$ cat config.mk
export PLATFORM = sky130hd
export DESIGN_NAME = q_retry_backoff_timer
export DESIGN_NICKNAME = d
export VERILOG_FILES = /design/src/rtl/q_retry_backoff_timer.sv
export SDC_FILE = /design/constraint.sdc
export NUM_CORES = 1
export LEC_CHECK = 0
export CAP_MARGIN = 20
export CORE_MARGIN = 5
export CORE_UTILIZATION = 34
export DETAILED_ROUTE_END_ITERATION = 12
export GPL_TIMING_DRIVEN = 0
export PLACE_DENSITY = 0.48
export SKIP_CTS_REPAIR_TIMING = 1
export SLEW_MARGIN = 20
export SYNTH_ARGS = -nofsm -noshare
export SYNTH_HDL_FRONTEND = slang
export SYNTH_SLANG_ARGS = --single-unit
$ cat constraint.sdc
create_clock -name clk -period 5.2 [get_ports clk]
set_input_delay 1.56 -clock clk [delete_from_list [all_inputs] [get_ports clk]]
set_output_delay 1.56 -clock clk [all_outputs]
set_load 0.01 [all_outputs]
$ cat src/rtl/q_retry_backoff_timer.sv
// Per-channel Q-channel retry cooldown timer with optional exponential backoff.
// Each channel counts W = B or B<<level cycles from start, then pulses done; abort cancels silently.
module q_retry_backoff_timer #(
  parameter int NUM_CH    = 4,
  parameter int CNT_W     = 8,
  parameter int MAX_SHIFT = 3
) (
  input  logic              clk,
  input  logic              reset,
  input  logic [CNT_W-1:0]  base_wait,
  input  logic              backoff_en,
  input  logic [NUM_CH-1:0] start,
  input  logic [NUM_CH-1:0] abort,
  input  logic [NUM_CH-1:0] success,
  output logic [NUM_CH-1:0] busy,
  output logic [NUM_CH-1:0] done,
  output logic [NUM_CH-1:0] sat
);

  localparam int CW = CNT_W + MAX_SHIFT;
  localparam int LW = (MAX_SHIFT < 1) ? 1 : $clog2(MAX_SHIFT + 1);

  localparam logic [0:0] ST_IDLE  = 1'b0;
  localparam logic [0:0] ST_COUNT = 1'b1;

  // A zero base period is treated as one cycle so a started channel always asserts busy.
  logic [CW-1:0] base_eff;
  assign base_eff = (base_wait == '0) ? CW'(1) : CW'(base_wait);

  for (genvar g = 0; g < NUM_CH; g++) begin : g_ch
    logic [0:0]    state;
    logic [CW-1:0] cnt;
    logic [LW-1:0] level;
    logic [LW-1:0] level_nxt;
    logic [CW-1:0] load_val;
    logic          terminal;
    logic          inc;
    logic          done_r;
    logic          sat_r;

    always_comb begin
      terminal  = (state == ST_COUNT) && (cnt == CW'(1));
      load_val  = backoff_en ? (base_eff << level) : base_eff;
      // Abort or restart on the terminal edge suppresses the completion, so no level step either.
      inc       = terminal && !abort[g] && !start[g] && backoff_en &&
                  (level < LW'(MAX_SHIFT));
      level_nxt = success[g] ? '0 : (inc ? level + LW'(1) : level);
    end

    always_ff @(posedge clk) begin
      if (reset) begin
        state  <= ST_IDLE;
        cnt    <= '0;
        level  <= '0;
        done_r <= 1'b0;
        sat_r  <= 1'b0;
      end else begin
        level <= level_nxt;
        sat_r <= (level_nxt == LW'(MAX_SHIFT));
        if (abort[g]) begin
          state  <= ST_IDLE;
          cnt    <= '0;
          done_r <= 1'b0;
        end else if (start[g]) begin
          state  <= ST_COUNT;
          cnt    <= load_val;
          done_r <= 1'b0;
        end else if (terminal) begin
          state  <= ST_IDLE;
          cnt    <= '0;
          done_r <= 1'b1;
        end else if (state == ST_COUNT) begin
          cnt    <= cnt - CW'(1);
          done_r <= 1'b0;
        end else begin
          done_r <= 1'b0;
        end
      end
    end

    assign busy[g] = (state == ST_COUNT);
    assign done[g] = done_r;
    assign sat[g]  = sat_r;
  end

endmodule

==> results.py, run 1 <==
metrics = {
    "worst_setup_path": {
        "crit_path_start_kind": "input pin",
        "required_ps": 5400,
        "cp_data_arrival_time_ps": 3810,
        "end_kind": "flip-flop",
        "slowest_stage": "clkdlybuf4s50_1",
        "cp_cell_sequence": "clkdlybuf4s50_1 -> nor3_1 -> a21oi_1 -> clkbuf_1 -> nor3_1 -> a221oi_1 -> a21oi_1",
        "crit_fanout": 10,
        "slowest_delay_ps": 640,
        "crit_type": "in2reg",
    },
    "cts": {
        "path_clk_slew_ps": 50,
        "clk_latency_ps": 340,
        "clkSinkCount": 64,
        "cts_buffer_depth": 2,
        "cts_tree": "done",
        "htreeDepth": 3,
        "cts_buffers": 9,
        "root_buffer": "clkbuf_16",
    },
    "finish": {
        "drive_gt1_share_pct": 8.418,
        "final_cell_count_no_fill": 869,
        "syn_to_final_growth_pct": 15.70,
        "multi_input_area_sq_um": 3222,
        "seqCellArea_sq_um": 1281,
        "nets": 721,
        "final_cell_mix": "77 x nor2_1, 64 x dfxtp_1, 45 x clkbuf_1",
        "layout_commonest_cell": "nor2_1",
        "fillCellCount": 1501,
        "diodes": 0,
    },
    "die": {
        "die_area_sq_um": 16920,
        "io_pins": 35,
        "row_count": 43,
        "fp.coreArea_sq_um": 13990,
        "die_x_um": 130.1,
        "initial_core_util_pct": 35.04,
        "die_y_um": 130.1,
    },
    "global_routing": {
        "grt_max_degree": 11,
        "grt_first_pass_wirelength_um": 25320,
        "grt_pass1_vias": 4689,
        "track_usage_pct": 18.94,
        "grt-ovfl-total": 0,
        "antenna_found_initial": 0,
    },
    "timing": {
        "period_needed_ps": 3605,
        "fin_worst_skew_ps": 1.752,
        "hold_violations": 0,
        "period_share_pct": 69.33,
        "finalSetupViolCount": 0,
        "rsz0062_at_grt": "false",
        "setup_tns_ps": 0,
        "max_freq_mhz": 277.4,
        "max_slew_margin_pct": 51.93,
        "worst_pin_slew_ps": 721.0,
        "drv_slew": 0,
    },
    "power": {
        "power.switching_mw": 0.3944,
        "powerDensity_nw_per_um2": 240.3,
        "intPower_mw": 0.9683,
        "p_seq_share_pct": 38.5,
        "power_frac_comb_pct": 19.3,
        "ir_drop_v": 0.0001725,
        "leakage_nw": 2.062,
        "pwr-share-clk_pct": 42.2,
        "swShare_pct": 28.94,
    },
    "synth": {
        "avgSynthCellArea_sq_um": 7.565,
        "syn_nets": 683,
        "synth-edff-count": 0,
        "syn_area_sq_um": 4902,
        "synth_cell_types": 72,
        "ys.flop_type": "dfxtp_1",
        "synthCells": 648,
        "synth_seq_cells": 64,
        "yosysWarnings": 0,
        "ys_async_sr_fraction_pct": 0,
        "yosysSeqAreaShare_pct": 26.14,
    },
    "run_status": {
        "status": "finished clean",
    },
    "worst_hold_path": {
        "hp-class": "reg2reg",
    },
    "route": {
        "firstDrtPassIters": 5,
        "num_vias": 4938,
        "drtIter0Drc": 341,
        "post-route-drc-count": 0,
        "wl_per_cell_um": 18.04,
        "detail-route-antenna-nets": 0,
        "vias_per_cell": 5.682,
        "drt-total-wl_um": 15670,
    },
    "placement": {
        "dp.cells": 855,
        "routabilityCongestion": 0.8520,
        "dp_hpwl_um": 11230,
        "port_buffers": 27,
    },
    "job": {
        "cap_violations": 0,
    },
}
## Yosys cell counts, types with 6 or more instances
cell type | count | area share (%)
mux2_2 | 8 | 1.8
nor4_1 | 7 | 0.89
ha_1 | 12 | 3.1
nor3b_1 | 10 | 1.5
buf_1 | 6 | 0.46
or2_2 | 7 | 0.89
and3_1 | 9 | 1.1
o22ai_1 | 7 | 0.89
nand2_1 | 38 | 2.9
a221oi_1 | 13 | 2.3
a21oi_1 | 38 | 3.9
xor2_1 | 15 | 2.7
buf_4 | 13 | 2.0
inv_1 | 25 | 1.9
nand3_1 | 24 | 2.5
nand2b_1 | 15 | 1.9
nand3b_1 | 7 | 1.1
or4_1 | 6 | 0.92
mux2i_1 | 24 | 4.9
o21ai_0 | 25 | 2.6
a22o_1 | 9 | 1.6
dfxtp_1 | 64 | 26
clkbuf_1 | 43 | 3.3
nor3_1 | 39 | 4.0
nor2_1 | 77 | 5.9
a31oi_1 | 12 | 1.5
nor2b_1 | 8 | 1.0
a211oi_1 | 10 | 1.5
## state kept, by name, summed over array words and instances (netlist names)
name	flops
g_ch.level	8
g_ch.cnt	44
g_ch.sat_r	4
g_ch.state	4
g_ch.done_r	4
## path summary, 6_finish.rpt
check | start | end | slack, ps | cells after the start
hold / removal | g_ch[2].cnt[10]$_SDFFE_PP0P_ | g_ch[2].cnt[10]$_SDFFE_PP0P_ | 500 | 2
setup reg to reg | g_ch[3].cnt[0]$_SDFFE_PP0P_ | g_ch[3].sat_r$_SDFF_PP0_ | 2860 | 6
hold reg to reg | g_ch[2].cnt[10]$_SDFFE_PP0P_ | g_ch[2].cnt[10]$_SDFFE_PP0P_ | 500 | 2
setup / recovery | base_wait[2] | g_ch[1].cnt[2]$_SDFFE_PP0P_ | 1590 | 7
## per-stage QoR
| stage | power (mW) | util [%] | worst slack, ps | cell area [sq um] | hold WS (ps) |
|---|---|---|---|---|---|
| detailed placement | 0.7938 | 38.59 | 1205 | 5398 | 497.6 |
| global route | 1.432 | 40.55 | 1472 | 5672 | 531.7 |
| global placement | 0.7936 | 38.59 | 1212 | 5398 | 486.7 |
| finish | 1.363 | 40.55 | 1595 | 5672 | 499.0 |
| CTS | 1.381 | 40.55 | 1557 | 5672 | 503.7 |
| floorplan | 0.7145 | - | 2233 | 4902 | 454.3 |
## kinds of logic (layout without fill, tap and decap cells)
family / after synthesis / count (layout) / share of synthesized area [%]
flip-flops: 64 / 64 / 26.14
AO/OA/AOI/OAI: 158 / 158 / 22.23
AND/OR/NAND/NOR: 269 / 269 / 28.74
multiplexers: 35 / 35 / 8.116
buffers and inverters: 90 / 131 / 8.142
adder cells (fa/ha/maj): 12 / 12 / 3.063
XOR/XNOR: 20 / 20 / 3.573
## worst max-delay path, delay by kind of cell
kind / cells / cell delay (ps)
buffers and inverters: 2 / 1140
AND/OR/NAND/NOR: 2 / 230
AO/OA/AOI/OAI: 3 / 870
## power by group through the flow
| stage | clock [mW] | sequential [mW] | combinational [mW] |
|---|---|---|---|
| finish | 0.575 | 0.525 | 0.263 |
| global route | 0.615 | 0.528 | 0.289 |
| CTS | 0.596 | 0.524 | 0.260 |
| detailed placement | 0 | 0.535 | 0.259 |
| global placement | 0 | 0.535 | 0.259 |
| floorplan | 0 | 0.530 | 0.185 |
## per-layer routing
layer	vias to the layer above	GRT usage, %	part of all wire [%]
li1	2435	-	-
met1	2362	26.41	48
met3	16	4.257	5.0
met5	-	0	0
met2	125	29.36	45
met4	0	5.379	1.6
## final cells by class
type / instances / share of cell area (%)
multi-input cells: 494 / 56.81
flip-flops and latches: 64 / 22.59
plain buffers: 65 / 5.383
clock buffers: 14 / 4.831
repair buffers: 27 / 4.765
well taps: 180 / 3.971
inverters: 25 / 1.655
Note: power is estimated with default switching activity, not from simulation.
==> run 2: changes to the inputs <==
==> constraint.sdc (replaced) <==
create_clock -name clk -period 3.35 [get_ports clk]
set_input_delay 1.005 -clock clk [delete_from_list [all_inputs] [get_ports clk]]
set_output_delay 1.005 -clock clk [all_outputs]
set_load 0.01 [all_outputs]
==> results of run 2 <==
The final DEF is identical to that of run 1. Status: finished clean.
Main changes from that run: setup slack after placement 1205 ps -> -89.93 ps; setup slack after layout 1595 ps -> 299.7 ps; register-to-register setup slack 2860 ps -> 1010 ps; total power 1.363 mW -> 2.115 mW; worst IR drop on VDD 0.0001725 V -> 0.0002678 V
